==> config.mk <==
export PLATFORM = sky130hd
export DESIGN_NAME = syn_debug_probe
export DESIGN_NICKNAME = d
export VERILOG_FILES = /design/src/rtl/syn_debug_probe_pkg.sv /design/src/rtl/syn_debug_probe.sv
export SDC_FILE = /design/constraint.sdc
export NUM_CORES = 1
export LEC_CHECK = 0
export BUFFER_PORTS_ARGS = -buffer_cell sky130_fd_sc_hd__buf_2
export CAP_MARGIN = 25
export CORE_ASPECT_RATIO = 0.9
export CORE_MARGIN = 8
export CORE_UTILIZATION = 30
export CTS_CLUSTER_SIZE = 16
export DETAILED_ROUTE_END_ITERATION = 8
export PLACE_DENSITY = 0.53
export RECOVER_POWER = 50
export SLEW_MARGIN = 20
export SYNTH_ARGS = -nofsm -noshare
export SYNTH_HDL_FRONTEND = slang
export SYNTH_SLANG_ARGS = --single-unit
==> constraint.sdc <==
create_clock -name clk -period 3.4 [get_ports clk]
set_input_delay 0.17 -clock clk [delete_from_list [all_inputs] [get_ports clk]]
set_output_delay 0.17 -clock clk [all_outputs]
set_load 0.02 [all_outputs]
==> src/rtl/syn_debug_probe_pkg.sv <==
// syn_debug_probe_pkg: shared widths, record-space codes and scan-length helper; DEBUG_PROBE_DM_EN enables the data-memory section
`ifndef DM_ADDR_BIT
`define DM_ADDR_BIT 8
`endif
`ifndef DBG_SPACE_PC
`define DBG_SPACE_PC 2'd0
`endif
`ifndef DBG_SPACE_RF
`define DBG_SPACE_RF 2'd1
`endif
`ifndef DBG_SPACE_DM
`define DBG_SPACE_DM 2'd2
`endif
`ifndef DBG_INDEX_BIT
`define DBG_INDEX_BIT 16
`endif

package syn_debug_probe_pkg;
  localparam int DM_AW = `DM_ADDR_BIT;
  localparam int IW = `DBG_INDEX_BIT;
  localparam int NUM_REGS = 32;
`ifdef DEBUG_PROBE_DM_EN
  localparam bit DM_EN = 1'b1;
`else
  localparam bit DM_EN = 1'b0;
`endif

  // Record number of the final record: PC is 0, registers 1..32, then DM words.
  function automatic int last_rec(int dm_words);
    return DM_EN ? NUM_REGS + dm_words : NUM_REGS;
  endfunction
endpackage

==> src/rtl/syn_debug_probe.sv <==
// syn_debug_probe: freezes the core and streams PC, registers and a DM window as records; DEBUG_PROBE_DM_EN enables the DM section
module syn_debug_probe
  import syn_debug_probe_pkg::*;
#(
  parameter int DmBase = 0,
  parameter int DmWords = 16,
  parameter bit AutoOnHalt = 1'b1
) (
  input  logic                    clk,
  input  logic                    rst_n,
  input  logic                    start,
  input  logic                    cpu_halt,
  input  logic [31:0]             pc_dbg,
  output logic [4:0]              regfile_req_dbg,
  input  logic [31:0]             regfile_data_dbg,
  output logic [`DM_ADDR_BIT-1:0] datamem_addr_dbg,
  input  logic [31:0]             datamem_data_dbg,
  output logic                    hold_cpu,
  output logic                    busy,
  output logic                    done,
  output logic                    out_valid,
  input  logic                    out_ready,
  output logic [1:0]              out_space,
  output logic [IW-1:0]           out_index,
  output logic [31:0]             out_data
);
  typedef enum logic [2:0] {IDLE, ADDR, CAPT, SEND, DONE} state_t;

  localparam logic [IW-1:0] LAST = IW'(last_rec(DmWords));

  state_t state, state_n;
  logic [IW-1:0] k, k_n;
  logic [DM_AW-1:0] dm_addr, dm_n;
  logic [4:0] rf_n;
  logic [31:0] dm_data;
  logic halt_q, go, fire, last, load;

`ifdef DEBUG_PROBE_DM_EN
  assign dm_data = datamem_data_dbg;
`else
  logic unused_dm;
  assign unused_dm = ^datamem_data_dbg;
  assign dm_data = 32'd0;
`endif

  assign go = start | (AutoOnHalt & cpu_halt & ~halt_q);
  assign fire = out_valid & out_ready;
  assign last = k == LAST;
  assign rf_n = 5'(k_n - IW'(1));
  assign dm_n = DM_AW'(DmBase + int'(k_n) - 33);
  assign busy = state != IDLE;
  assign hold_cpu = busy;
  assign done = state == DONE;
  assign datamem_addr_dbg = dm_addr;

  // Next state, next record number, and whether the debug addresses reload
  always_comb begin
    state_n = state;
    k_n = k;
    load = 1'b0;
    case (state)
      IDLE: if (go) begin
        state_n = ADDR;
        k_n = '0;
        load = 1'b1;
      end
      ADDR: state_n = CAPT;
      CAPT: state_n = SEND;
      SEND: if (fire) begin
        state_n = last ? DONE : ADDR;
        k_n = last ? k : k + IW'(1);
        load = ~last;
      end
      default: state_n = IDLE;
    endcase
  end

  // FSM state, record counter and halt edge detector
  always_ff @(posedge clk) begin
    if (!rst_n) begin
      state <= IDLE;
      k <= '0;
      halt_q <= 1'b0;
    end else begin
      state <= state_n;
      k <= k_n;
      halt_q <= cpu_halt;
    end
  end

  // Debug addresses load on entry to ADDR so data has a full cycle to settle before capture
  always_ff @(posedge clk) begin
    if (!rst_n) begin
      regfile_req_dbg <= '0;
      dm_addr <= '0;
    end else begin
      if (load && k_n != '0 && k_n <= IW'(NUM_REGS)) regfile_req_dbg <= rf_n;
      if (DM_EN && load && k_n > IW'(NUM_REGS)) dm_addr <= dm_n;
    end
  end

  // Output record slice: captured in CAPT, frozen until accepted
  always_ff @(posedge clk) begin
    if (!rst_n) begin
      out_valid <= 1'b0;
      out_space <= '0;
      out_index <= '0;
      out_data <= '0;
    end else if (state == CAPT) begin
      out_valid <= 1'b1;
      out_space <= k == '0 ? `DBG_SPACE_PC : k <= IW'(NUM_REGS) ? `DBG_SPACE_RF : `DBG_SPACE_DM;
      out_index <= k == '0 ? '0 : k <= IW'(NUM_REGS) ? k - IW'(1) : IW'(dm_addr);
      out_data <= k == '0 ? pc_dbg : k <= IW'(NUM_REGS) ? regfile_data_dbg : dm_data;
    end else if (fire) begin
      out_valid <= 1'b0;
    end
  end
endmodule

# After elaboration in Yosys (flattened, before gate mapping)
# Cells that the tools add are included.
# word_totals
in_bits,101
ff_bits,76
out_inout_bits,67
word_cells,52
# classes
order_cmp,2
n_addsub,3
n_reduce_logical,8
n_eq_ne,7
muxes,19
bitwise,5
# ops
operator,count
$mux W16,5
$mux W32,2
$le A16 B6 Y1 const B,2
$pmux W16 S2,1
$add A16 B1 Y16 const B,1
$eq A16 B6 Y1 const B,1
$logic_not A16 Y1,1
$reduce_bool A16 Y1,1
$sub A16 B1 Y16 const B,1
$pmux W3 S4,1
$mux W3,3
$eq A3 B2 Y1 const B,2
$sub A5 B1 Y5 const B,1
$mux W1,4
$mux W2,2
$ne A2 B2 Y1 const B,2
$eq A3 B1 Y1 const B,1
$eq A3 B3 Y1 const B,1
$logic_not A3 Y1,1
$reduce_bool A3 Y1,1
$and A1 B1 Y1,2
$logic_and A1 B1 Y1,2
$not A1 Y1,2
$pmux W1 S2,1
3 further kinds,3

# Logic depth before layout (Yosys ltp)
# depth
word_depth,8
mapped_depth,14
ltp_nobuf,14

# Least setup slack after synthesis
# OpenSTA, ideal clock, no wires.
# synth_timing
path_type,flip-flop to flip-flop
from,register k[0]
to,register regfile_req_dbg[1]
arrival_ps,2571
path_buffers,0
setup_ps,91
path_stages_with_launch,14
required_ps,3309
path_slack_ps,738
synth_period_minus_slack_ps,2662
path_cell_list,dfxtp_1 inv_1 ha_1 nor4bb_1 nand4_1 nand2_1 o21ai_0 inv_1 ha_1 o21ai_0 nor4b_4 xor2_2 a21oi_1 a311oi_1
# synth_between
elab_chain_cells,7
word_cells_on_any_way,14
classes_between,2 x add/sub; 1 x order compare; 1 x eq/ne; 6 x mux; 1 x bitwise; 3 x reduce/logical
# synth_lines
item,line,rtl
"start, declared",syn_debug_probe.sv:32,"logic [IW-1:0] k, k_n;"
"start signal, assigned",syn_debug_probe.sv:86,k <= k_n;
branches (longest 7 deep; another with $add A16 B1 Y16),n/a,
"end signal, assigned",syn_debug_probe.sv:97,if (load && k_n != '0 && k_n <= IW'(NUM_REGS)) regfile_req_dbg <= rf_n;
"end, declared",syn_debug_probe.sv:14,"output logic [4:0] regfile_req_dbg,"
# Several ways; the timed one is not identified.
# A chain may end at the register's enable or synchronous reset.

# Final worst setup path
# Same ends and word-level chain as after synthesis.

==> metrics.md <==
| Metric | Value |
|---|---|
| RSZ-0062 raised after global routing | `no` |
| Mapped Area | `3800 um^2` |
| Vias in the first global route | `3,380` |
| Die footprint | `16,500 um^2` |
| Area share of the largest cell type after synthesis | `40.0%` |
| Residual DRC | `0` |
| Initial antenna violation count | `0` |
| Seq/Total Area, Yosys | `40.0%` |
| H-Tree Depth | `3` |
| Worst EP arrival | `3.34 ns` |
| Period utilization | `91.5%` |
| Post-synth ARST share | `0%` |
| Slew margin rel. | `-51.9%` |
| Crit Path Max Fanout | `7` |
| Final setup viols | `0` |
| CP Capture Type | `flip-flop` |
| Slowest stage cell, crit path | `dfxtp_1` |
| Nets | `675` |
| Die width | `135 um` |
| Status | `finished, violations left` |
| Port buffer count | `127` |
| Layout area overhead | `23.5%` |
| Post-route clock skew | `0.00515 ns` |
| R2R Path End | `regfile_req_dbg[1]$_SDFFE_PN0P_` |
| Hold slack | `0.0601 ns` |
| Critical path required time | `3.63 ns` |
| Drt total wl | `11,600 um` |
| Worst hold-check path type | `in2reg` |
| Max IR drop VDD | `0.243 mV` |
| Die H | `123 um` |
| Core footprint | `12,500 um^2` |
| Crit. Startpoint | `k[0]$_SDFF_PN0_` |
| Startpoint Class | `flip-flop` |
| Final GP Congestion | `0.846` |
| Final Power | `0.00222 W` |
| Clock root buffer | `clkbuf_16` |
| First-pass GRT wire length | `17,900 um` |
| Critical-path cell list | `inv_1 > ha_1 > nor4bb_1 > nand4_1 > nand2_2 > o21ai_0 > inv_1 > ha_1 > o21ai_0 > nor4b_4 > xor2_2 > a21oi_1 > a311oi_1` |
| Synth top cells by count | `76 x dfxtp_1, 74 x nand2_1, 56 x a21oi_1` |
| Unique masters post-synth | `57` |
| Clk_lat worst skew | `0.33 ns` |
| Synth area leaders | `dfxtp_1 40%, a21oi_1 7.4%, a22oi_1 7.3%` |
| Slew Viols, Final | `51` |
| Placed inst area | `4450 um^2` |
| Worst R2R Start | `k[0]$_SDFF_PN0_` |
| Longest Clk Path Bufs | `2` |
| Diode count | `0` |
| CTS Buf Count | `9` |
| Boundary Pins | `168` |
| Cell taking the most area after synthesis | `dfxtp_1` |
| DRT antenna net count | `0` |
| Post-synth top flop | `dfxtp_1` |
| Worst Tran Pin Value | `2.28 ns` |
| Mean Syn Cell Area | `8.31 um^2` |
| Violated checks | `max-capacitance violations, max-slew violations` |
| Via count | `3,692` |
| EDFF count, synth | `0` |
| Largest net degree at the start of global routing | `68` |
| Layout cell share with drive strength beyond 1 | `19.0%` |
| Post-Synthesis Cells | `457` |
| First drt pass iteration count | `4` |
| Achievable Freq | `0.322 GHz` |
| Total grt overflow | `0` |
| TritonCTS clock tree | `done` |
| Pre-CTS setup slack | `0.266 ns` |
| R2R cell count | `13` |
| Setup_tns | `0 ns` |
| Most common cell in the netlist | `dfxtp_1` |
| #FFs+latches synth | `76` |
| Setup slack, reg-to-reg | `0.29 ns` |
| All-Layer GR Usage | `13.5%` |
| Std cell rows | `39` |
| Drt wl/cell | `15.8 um` |
| Hold buffers post-CTS | `0` |
| Clk sinks | `76` |
| Leak | `1.71 nW` |
| Critical Path Sink | `regfile_req_dbg[1]$_SDFFE_PN0P_` |
| Minimum clock period | `3.11 ns` |
| Clock Pin Slew Worst Setup and Hold Paths | `0.06 ns` |
| Post-route setup slack | `0.291 ns` |
| PD cells | `474 nW/um^2` |
| Vias per inst | `5.01` |
| Final Hold Viols | `0` |
| Hpwl dp | `8410 um` |
| Max Cap Violations | `1` |
| Synth Warn # | `0` |
| Worst path max stage delay | `0.36 ns` |
| Post-route cell area | `4690 um^2` |
| Starting Density | `30.3%` |
| Critical path type | `reg2reg` |
| Initial DRC count | `184` |
## routing by layer
metal	track usage [%]	vias up	part of all wire [%]
met5	0	-	0
met4	5.47	0	1.9
met1	17.2	1717	45
met2	20.9	128	46
met3	4.13	17	7.1
li1	-	1830	-
## cell type report
| cell class | count | area [um^2] |
|---|---|---|
| Clock buffer | 11 | 243 |
| Fill cell | 1324 | 7850 |
| Timing Repair Buffer | 138 | 641 |
| Multi-Input combinational cell | 334 | 1970 |
| Tap cell | 164 | 205 |
| Inverter | 10 | 40.0 |
| Sequential cell | 76 | 1520 |
| Clock inverter | 4 | 73.8 |
## how the worst min path moves through the flow
stage                     startpoint                end  slack [ns]  cells past startpoint
after detailed placement    cpu_halt  halt_q$_SDFF_PN0_        0.39                      2
after global placement      cpu_halt  halt_q$_SDFF_PN0_        0.39                      2
final                       cpu_halt  halt_q$_SDFF_PN0_        0.06                      2
after CTS                   cpu_halt  halt_q$_SDFF_PN0_        0.04                      2
after floorplan             cpu_halt  halt_q$_SDFF_PN0_        0.29                      1
after global routing        cpu_halt  halt_q$_SDFF_PN0_        0.05                      2
## stage by stage
step,utilization [%],cells
3_3_place_gp,35.4,720
4_1_cts,38.0,735
6_report,37.4,737
5_1_grt,37.4,737
2_1_floorplan,-,464
3_5_place_dp,35.5,720
## cells by family (layout without fill, tap and decap cells)
family	count (synthesis)	after routing	synth area share [%]
other	1	8	0.0987
adders and majority gates	5	5	1.65
xor gates and xnor gates	14	14	3.42
AOI/OAI and AO/OA	132	132	22.6
and+or+nand+nor	175	175	23.6
buffers and inverters	54	163	8.63
DFF	76	76	40.0
## sequential cells by signal, indices dropped and copies added (netlist names)
register and cells:
halt_q 1, regfile_req_dbg 5, out_index 16, out_data 32, k 16, state 3, out_valid 1, out_space 2
## critical path, delay by kind of cell (launching register included)
kind / cells / cell delay [ns]
and+or+nand+nor: 4 / 1.14
AOI/OAI and AO/OA: 4 / 0.61
DFF: 1 / 0.36
adders and majority gates: 2 / 0.36
buffers and inverters: 2 / 0.28
xor gates and xnor gates: 1 / 0.26
## what timing repair did
item	4_1_cts	5_1_grt
buffers inserted	0	2
resized for setup	0	1
endpoints found under the setup margin	0	2
## power by group
| group | leakage, nW | total [W] | internal, W | switching (W) |
|---|---|---|---|---|
| Sequential | 0.616 | 0.000938 | 0.000920 | 0.0000184 |
| Combinational | 0.943 | 0.000262 | 0.0000879 | 0.000174 |
| Clock | 0.156 | 0.00102 | 0.000659 | 0.000364 |
| Total | 1.71 | 0.00222 | 0.00167 | 0.000556 |
## placed cells by master, fill, tap and decap left out, drive strengths merged, types with 12 or more instances in the layout
cell type,instances
a22oi,37
dfxtp,76
a21oi,56
o21ai,15
nand2,75
nand3,15
buf,78
clkbuf,71
nor3,12
nor2,25
(Power assumes the default switching activity.)
